File: config.mk
export PLATFORM = sky130hd
export DESIGN_NAME = rom_burst_reader
export DESIGN_NICKNAME = d
export VERILOG_FILES = /design/src/rtl/rom_burst_reader.sv
export SDC_FILE = /design/constraint.sdc
export NUM_CORES = 1
export LEC_CHECK = 0
export CAP_MARGIN = 20
export CORE_ASPECT_RATIO = 0.8
export CORE_UTILIZATION = 48
export CTS_CLUSTER_SIZE = 25
export DETAILED_ROUTE_END_ITERATION = 10
export DONT_BUFFER_PORTS = 1
export PLACE_DENSITY_LB_ADDON = 0.12
export SYNTH_ARGS = -nofsm -noshare
export SYNTH_HDL_FRONTEND = slang
export SYNTH_SLANG_ARGS = --single-unit
File: constraint.sdc
create_clock -name clk -period 2.5 [get_ports clk]
set_input_delay 0.5 -clock clk [delete_from_list [all_inputs] [get_ports clk]]
set_output_delay 0.5 -clock clk [all_outputs]
set_load 0.01 [all_outputs]
File: src/rtl/rom_burst_reader.sv
// Read-only table memory that streams a burst of consecutive words per request,
// with address wrap-around, one word per cycle and lossless output backpressure.
module rom_burst_reader #(
  parameter int                    DATA_WIDTH    = 8,
  parameter int                    ADDR_WIDTH    = 4,
  parameter int                    PATTERN_WORDS = 8,
  parameter logic [DATA_WIDTH-1:0] FILL_VALUE    = '1,
  parameter                        INIT_FILE     = ""
) (
  input  logic                  clk,
  input  logic                  rst,
  input  logic                  req_valid,
  output logic                  req_ready,
  input  logic [ADDR_WIDTH-1:0] req_addr,
  input  logic [ADDR_WIDTH:0]   req_len,
  output logic                  dout_valid,
  input  logic                  dout_ready,
  output logic [DATA_WIDTH-1:0] dout_data,
  output logic                  dout_last,
  output logic                  busy
);

  localparam int DEPTH = 1 << ADDR_WIDTH;

  typedef enum logic {
    S_IDLE  = 1'b0,
    S_BURST = 1'b1
  } state_t;

  logic [DATA_WIDTH-1:0] rom_mem [DEPTH];

  generate
    for (genvar i = 0; i < DEPTH; i++) begin : g_word
      localparam logic [3:0] NIB = 4'(i);
      assign rom_mem[i] = (i < PATTERN_WORDS) ? {(DATA_WIDTH/4){NIB}} : FILL_VALUE;
    end
  endgenerate

  state_t                state_q, state_d;
  logic [ADDR_WIDTH-1:0] addr_q, addr_d;
  logic [ADDR_WIDTH:0]   remain_q, remain_d;

  logic                  infl_q, infl_d;
  logic [DATA_WIDTH-1:0] rd_data_q, rd_data_d;
  logic                  rd_last_q, rd_last_d;

  logic [DATA_WIDTH-1:0] buf_data_q [2];
  logic [DATA_WIDTH-1:0] buf_data_d [2];
  logic                  buf_last_q [2];
  logic                  buf_last_d [2];
  logic [1:0]            buf_cnt_q, buf_cnt_d;
  logic [1:0]            cnt_w;

  logic accept;
  logic pop;
  logic room;
  logic issue;

  assign dout_valid = (buf_cnt_q != 2'd0);
  assign dout_data  = buf_data_q[0];
  assign dout_last  = dout_valid & buf_last_q[0];
  assign pop        = dout_valid & dout_ready;

  assign req_ready  = (state_q == S_IDLE) & ~rst;
  assign busy       = (state_q == S_BURST);
  assign accept     = req_valid & req_ready;

  // Occupancy after this edge must stay within the 2-entry buffer.
  assign room  = ({1'b0, buf_cnt_q} + {2'b00, infl_q}) < (3'd2 + {2'b00, pop});
  assign issue = (state_q == S_BURST) && (remain_q != '0) && room;

  always_comb begin
    state_d  = state_q;
    addr_d   = addr_q;
    remain_d = remain_q;
    case (state_q)
      S_IDLE: begin
        if (accept) begin
          addr_d   = req_addr;
          remain_d = req_len;
          if (req_len != '0) begin
            state_d = S_BURST;
          end
        end
      end
      S_BURST: begin
        if (issue) begin
          addr_d   = addr_q + ADDR_WIDTH'(1);
          remain_d = remain_q - (ADDR_WIDTH+1)'(1);
        end
        if (pop && dout_last) begin
          state_d = S_IDLE;
        end
      end
      default: state_d = S_IDLE;
    endcase
  end

  always_comb begin
    infl_d    = issue;
    rd_data_d = rd_data_q;
    rd_last_d = rd_last_q;
    if (issue) begin
      rd_data_d = rom_mem[addr_q];
      rd_last_d = (remain_q == (ADDR_WIDTH+1)'(1));
    end
  end

  // Head is always entry 0: a pop shifts, then an arriving word lands behind it.
  always_comb begin
    buf_data_d = buf_data_q;
    buf_last_d = buf_last_q;
    cnt_w      = buf_cnt_q;
    if (pop) begin
      buf_data_d[0] = buf_data_q[1];
      buf_last_d[0] = buf_last_q[1];
      cnt_w         = cnt_w - 2'd1;
    end
    if (infl_q) begin
      buf_data_d[cnt_w[0]] = rd_data_q;
      buf_last_d[cnt_w[0]] = rd_last_q;
      cnt_w                = cnt_w + 2'd1;
    end
    buf_cnt_d = cnt_w;
  end

  always_ff @(posedge clk or posedge rst) begin
    if (rst) begin
      state_q    <= S_IDLE;
      addr_q     <= '0;
      remain_q   <= '0;
      infl_q     <= 1'b0;
      rd_data_q  <= '0;
      rd_last_q  <= 1'b0;
      buf_data_q <= '{default: '0};
      buf_last_q <= '{default: 1'b0};
      buf_cnt_q  <= 2'd0;
    end else begin
      state_q    <= state_d;
      addr_q     <= addr_d;
      remain_q   <= remain_d;
      infl_q     <= infl_d;
      rd_data_q  <= rd_data_d;
      rd_last_q  <= rd_last_d;
      buf_data_q <= buf_data_d;
      buf_last_q <= buf_last_d;
      buf_cnt_q  <= buf_cnt_d;
    end
  end

endmodule

# After elaboration in Yosys (flattened, before gate mapping)

Memory sizes are Yosys's and may differ from the RTL's. A register that Yosys moved wholly into a read port is not among the register bits.
Index checks and enable logic that the tools add are counted.

Muxes and demuxes: 22
Add/subtract/negate cells: 6
$lt $le $gt $ge: 3
Reduce and logical (&&, ||, !) cells: 8
Bitwise logic cells: 8
Equality and inequality tests: 3

Operator list:

| kind                                                       | count |
|---|---|
| bitwise mux 16 bit                                         | 1 |
| 2-to-1 mux 16 bit                                          | 1 |
| 2-to-1 mux 8 bit                                           | 2 |
| 2-to-1 mux 5 bit                                           | 2 |
| one-hot mux 5 bit (2 select lines)                         | 1 |
| nonzero test 5 bit                                         | 2 |
| demux 8 bit (select 1 bit)                                 | 1 |
| 2-to-1 mux 4 bit                                           | 2 |
| one-hot mux 4 bit (2 select lines)                         | 1 |
| 2-to-1 mux 2 bit                                           | 3 |
| equality test 5 x 1 -> 1 bit, second input constant        | 1 |
| 2-to-1 mux 1 bit                                           | 5 |
| NOT 4 -> 5 bit                                             | 1 |
| subtractor 5 x 1 -> 5 bit, second input constant           | 1 |
| adder 4 x 1 -> 4 bit, second input constant                | 1 |
| bitwise AND 1 bit                                          | 4 |
| logical AND 1 bit                                          | 4 |
| adder 2 x 1 -> 3 bit                                       | 1 |
| adder 2 x 1 -> 3 bit, first input constant                 | 1 |
| less-than comparator 3 bit                                 | 1 |
| adder 2 x 1 -> 2 bit, second input constant                | 1 |
| bitwise mux 2 bit                                          | 1 |
| greater-or-equal comparator 2 bit, second input constant   | 1 |
| less-than comparator 2 x 1 -> 1 bit, second input constant | 1 |
| other kinds (9)                                            | 10 |

Bits in registers: 32
ROM bits: 128
Output and inout port bits: 12
Memories kept: 1

Memories:

| memory           | depth | width | read ports | clocked after memory_dff | write ports | line | text |
|---|---|---|---|---|---|---|---|
| (name not given) | 16    | 8     | 1          | 1                        | 0           | 104  | `rd_data_d = rom_mem[addr_q];` |

# Depth between registers and ports, before layout

Depth in word-level cells: 10
Gate-level depth with buffers: 8
Depth with buffers taken out: 7

# Least setup slack after synthesis

Ideal clock, no wire load.

Path kind: reg-to-reg
Start: register buf_cnt_q[0]
End: register rd_data_q[3]
Arrival: 1.912 ns
Stages on the path, launching flop included: 7
Path slack: 0.463 ns
Clock period less this slack: 2.037 ns
Path buffers: 1
Cell sequence: dfrtp_1 > inv_1 > ha_1 > or3b_4 > a211oi_2 > buf_4 > mux2_4

Cells in the longest elaborated chain, start to end: 5
Elaborated cells on any way between the ends: 6
Those cells by class: 2 x add/sub; 1 x order compare; 1 x bitwise; 2 x reduce/logical

Ends and longest elaborated chain:

| item                           | line | text |
|---|---|---|
| start, declared                | 51   | `logic [1:0] buf_cnt_q, buf_cnt_d;` |
| start signal, assigned         | 147  | `buf_cnt_q <= buf_cnt_d;` |
| nonzero test 2 bit             | 59   | `assign dout_valid = (buf_cnt_q != 2'd0);` |
| bitwise AND 1 bit              | 62   | `assign pop = dout_valid & dout_ready;` |
| adder 2 x 1 -> 3 bit           | 69   | `assign room = ({1'b0, buf_cnt_q} + {2'b00, infl_q}) < (3'd2 + {2'b00, pop});` |
| less-than comparator 3 bit (*) | 69   |  |
| logical AND 1 bit (*)          | 70   | `assign issue = (state_q == S_BURST) && (remain_q != '0) && room;` |
| via infl_d                     | 43   | `logic infl_q, infl_d;` |
| end, declared                  | 44   | `logic [DATA_WIDTH-1:0] rd_data_q, rd_data_d;` |

The timed path passes the listed nets; every way through them passes the cells marked *.
A chain may end at the register's enable or synchronous reset.

==> flow_summary.ini <==
[clock_network]
clockRootBuffer = clkbuf_8
cts_buffers = 5
clockBufferDepth = 2
clock_sinks = 32
h-tree-depth = 2
tritoncts = done
post_cts_buffers = 0
clk_latency_ns = 0.28
post_cts_resized = 0
clk_pin_slew_ns = 0.07
postCtsHoldBufs = 0

[drt]
first_pass_iters = 4
antenna_left = 0
vias_per_cell = 5.73
first_iter_violations = 47
num_vias = 1128
routed_wl_um = 3200
drc = 0
wl_per_cell_um = 16.2

[critical_path]
cp.arrival_ns = 2.35
crit_type = flop to flop
critPathRequiredTime_ns = 2.66
path_max_fanout = 7
cpMaxStageDelayCell = dfrtp_1
cp-end-kind = flop
startpoint_type = flop
path_cells = inv_1 > ha_1 > and2b_2 > xnor2_2 > inv_1 > ha_1 > mux2_2
max_stage_delay_ns = 0.45

[sta]
tns_ns = 0
layout_setup_ws_ns = 0.316
skew_ns = 0.00792
max-slew-margin-rel_pct = 73.6
worst_slew_pin_slew_ns = 0.395
fmax_mhz = 458
finalHoldViolCount = 0
layout_min_cycle_time_ns = 2.18
period_share_pct = 87.4
rsz0062_at_grt = false
report.final.slew_viol_count = 0
finalSetupViolCount = 0

[placed_design]
port_buffers = 0
gp_congestion = 0.738
dpl.hpwl_um = 2250
place_area_sq_um = 1700
preCtsSetupSlack_ns = 0.336

[cells_and_area]
drive_above_1_share_pct = 17.8
final_cell_area_sq_um = 1810
synthToLayoutAreaGrowth_pct = 5.78
antenna_cells = 0
fillers = 288
nets = 176
multiInputGateArea_sq_um = 779
seq_area_sq_um = 801

[global_routing]
grt_pass1_wl_um = 5580
antenna_found_initial = 0
grt_overflow = 0
first_global_vias = 1144
track_usage_pct = 20.2
grt_max_degree = 33

[logic_synthesis]
synth.area.top_cells = dfrtp_1 (47%), mux2_4 (5.3%), ha_1 (5.1%)
synth_edf_count = 0
synth_largest_area_cell = dfrtp_1
synth-async-reset-ratio_pct = 100
ys_types = 40
synth_seq_area_share_pct = 46.8
synthesis.instances = 159
synth_warnings = 0
synth_commonest_cells = dfrtp_1 (32), nand2_1 (15), nor2_1 (12)
syn_avg_cell_area_sq_um = 10.8
synth_fp_nets = 179
synth_top_area_share_pct = 46.8
synth_seq_cells = 32
syn-cell-area_sq_um = 1710
synth_flop_cell = dfrtp_1
yosysMostFrequentCell = dfrtp_1

[power]
leakage_nw = 0.834
total_power_w = 0.00291
worst_ir_drop_vdd_uv = 658
p_per_area_nw_per_um2 = 1610

[floorplan]
die_x_um = 68.7
rows = 18
core_area_sq_um = 3240
initial_core_util_pct = 52.7
ios = 25
die_area_sq_um = 3810
die_y_um = 55.4

[status]
outcome = finished, final reports clean

[min_path]
holdCritPathClass = input port to async pin

[run]
drv_cap = 0
placed cells by master (no fill, tap or decap), drive strengths merged:
cell,count
or2b,1
and2b,2
nor4b,1
o21ai,4
or4,1
o22ai,1
xor2,1
mux2,12
buf,4
o2bb2ai,1
a211o,1
bufinv,1
dfrtp,32
ha,7
nor2b,1
inv,11
a311oi,1
and2,1
clkinv,1
a22oi,4
xnor2,4
nand2,15
or3b,1
clkbuf,6
o21bai,1
nor3,1
nor2,13
a21oi,8
nand3,1
a2bb2oi,8
mux2i,5
nand4,2
a211oi,1
nand2b,1
o211ai,1
a21o,1
logic make-up (layout without fill, tap and decap cells):
group	after synthesis	after routing	synth area share, %
adder cells (fa/ha/maj)	7	7	5.12
flip-flops	32	32	46.8
AND/OR/NAND/NOR	41	41	12.0
buffers and inverters	25	23	7.61
multiplexers	17	17	12.1
AO/OA/AOI/OAI	32	32	13.3
XOR/XNOR	5	5	3.00
final timing paths:
path	endpoint	slack, ns	cells after the start	start
setup reg to reg	flop	0.32	7	buf_cnt_q[0]$_DFF_PP0_
max in group asynchronous	async pin	2.02	2	rst
hold reg to reg	flop	0.51	1	flop
hold / removal	addr_q[0]$_DFFE_PP0P_	0.19	2	rst
min in group clk	remain_q[4]$_DFFE_PP0P_	0.35	1	req_len[4]
setup / recovery	flop	0.32	7	buf_cnt_q[0]$_DFF_PP0_
metal layers:
metal / track usage [%] / wire (um) / up-vias
met2: 28.4 / 1470 / 26
li1: - / - / 537
met5: 0 / 0 / -
met4: 5.54 / 21 / 0
met1: 29.1 / 1550 / 561
met3: 7.44 / 162 / 4
report_power, final:
part	switching, W	internal (W)
registers	0.000244	0.000770
logic	0.000673	0.000732
clock network	0.000191	0.000296
total	0.00111	0.00180
per-stage QoR:
step / std cells / util, % / hold slack [ns]
floorplan: 159 / - / 0.479
global placement: 189 / 52.5 / 0.491
detailed placement: 189 / 52.5 / 0.494
CTS: 197 / 55.8 / 0.195
global route: 197 / 55.8 / 0.226
finish: 197 / 55.8 / 0.185
layout make-up:
class	count	area share, %
clock buffer	6	4.01
clock inverter	2	1.94
inverter	11	2.28
multi-input combinational	102	43.1
sequential	32	44.3
tap	40	2.77
timing repair buffer	4	1.66
critical path, delay by kind of cell (launching register included):
family | cells | cell delay [ns]
adders and majority gates | 2 | 0.49
DFF | 1 | 0.45
xor gates and xnor gates | 1 | 0.35
and+or+nand+nor | 1 | 0.31
muxes | 1 | 0.30
buffers and inverters | 2 | 0.17
Note: power is estimated with default switching activity, not from simulation.
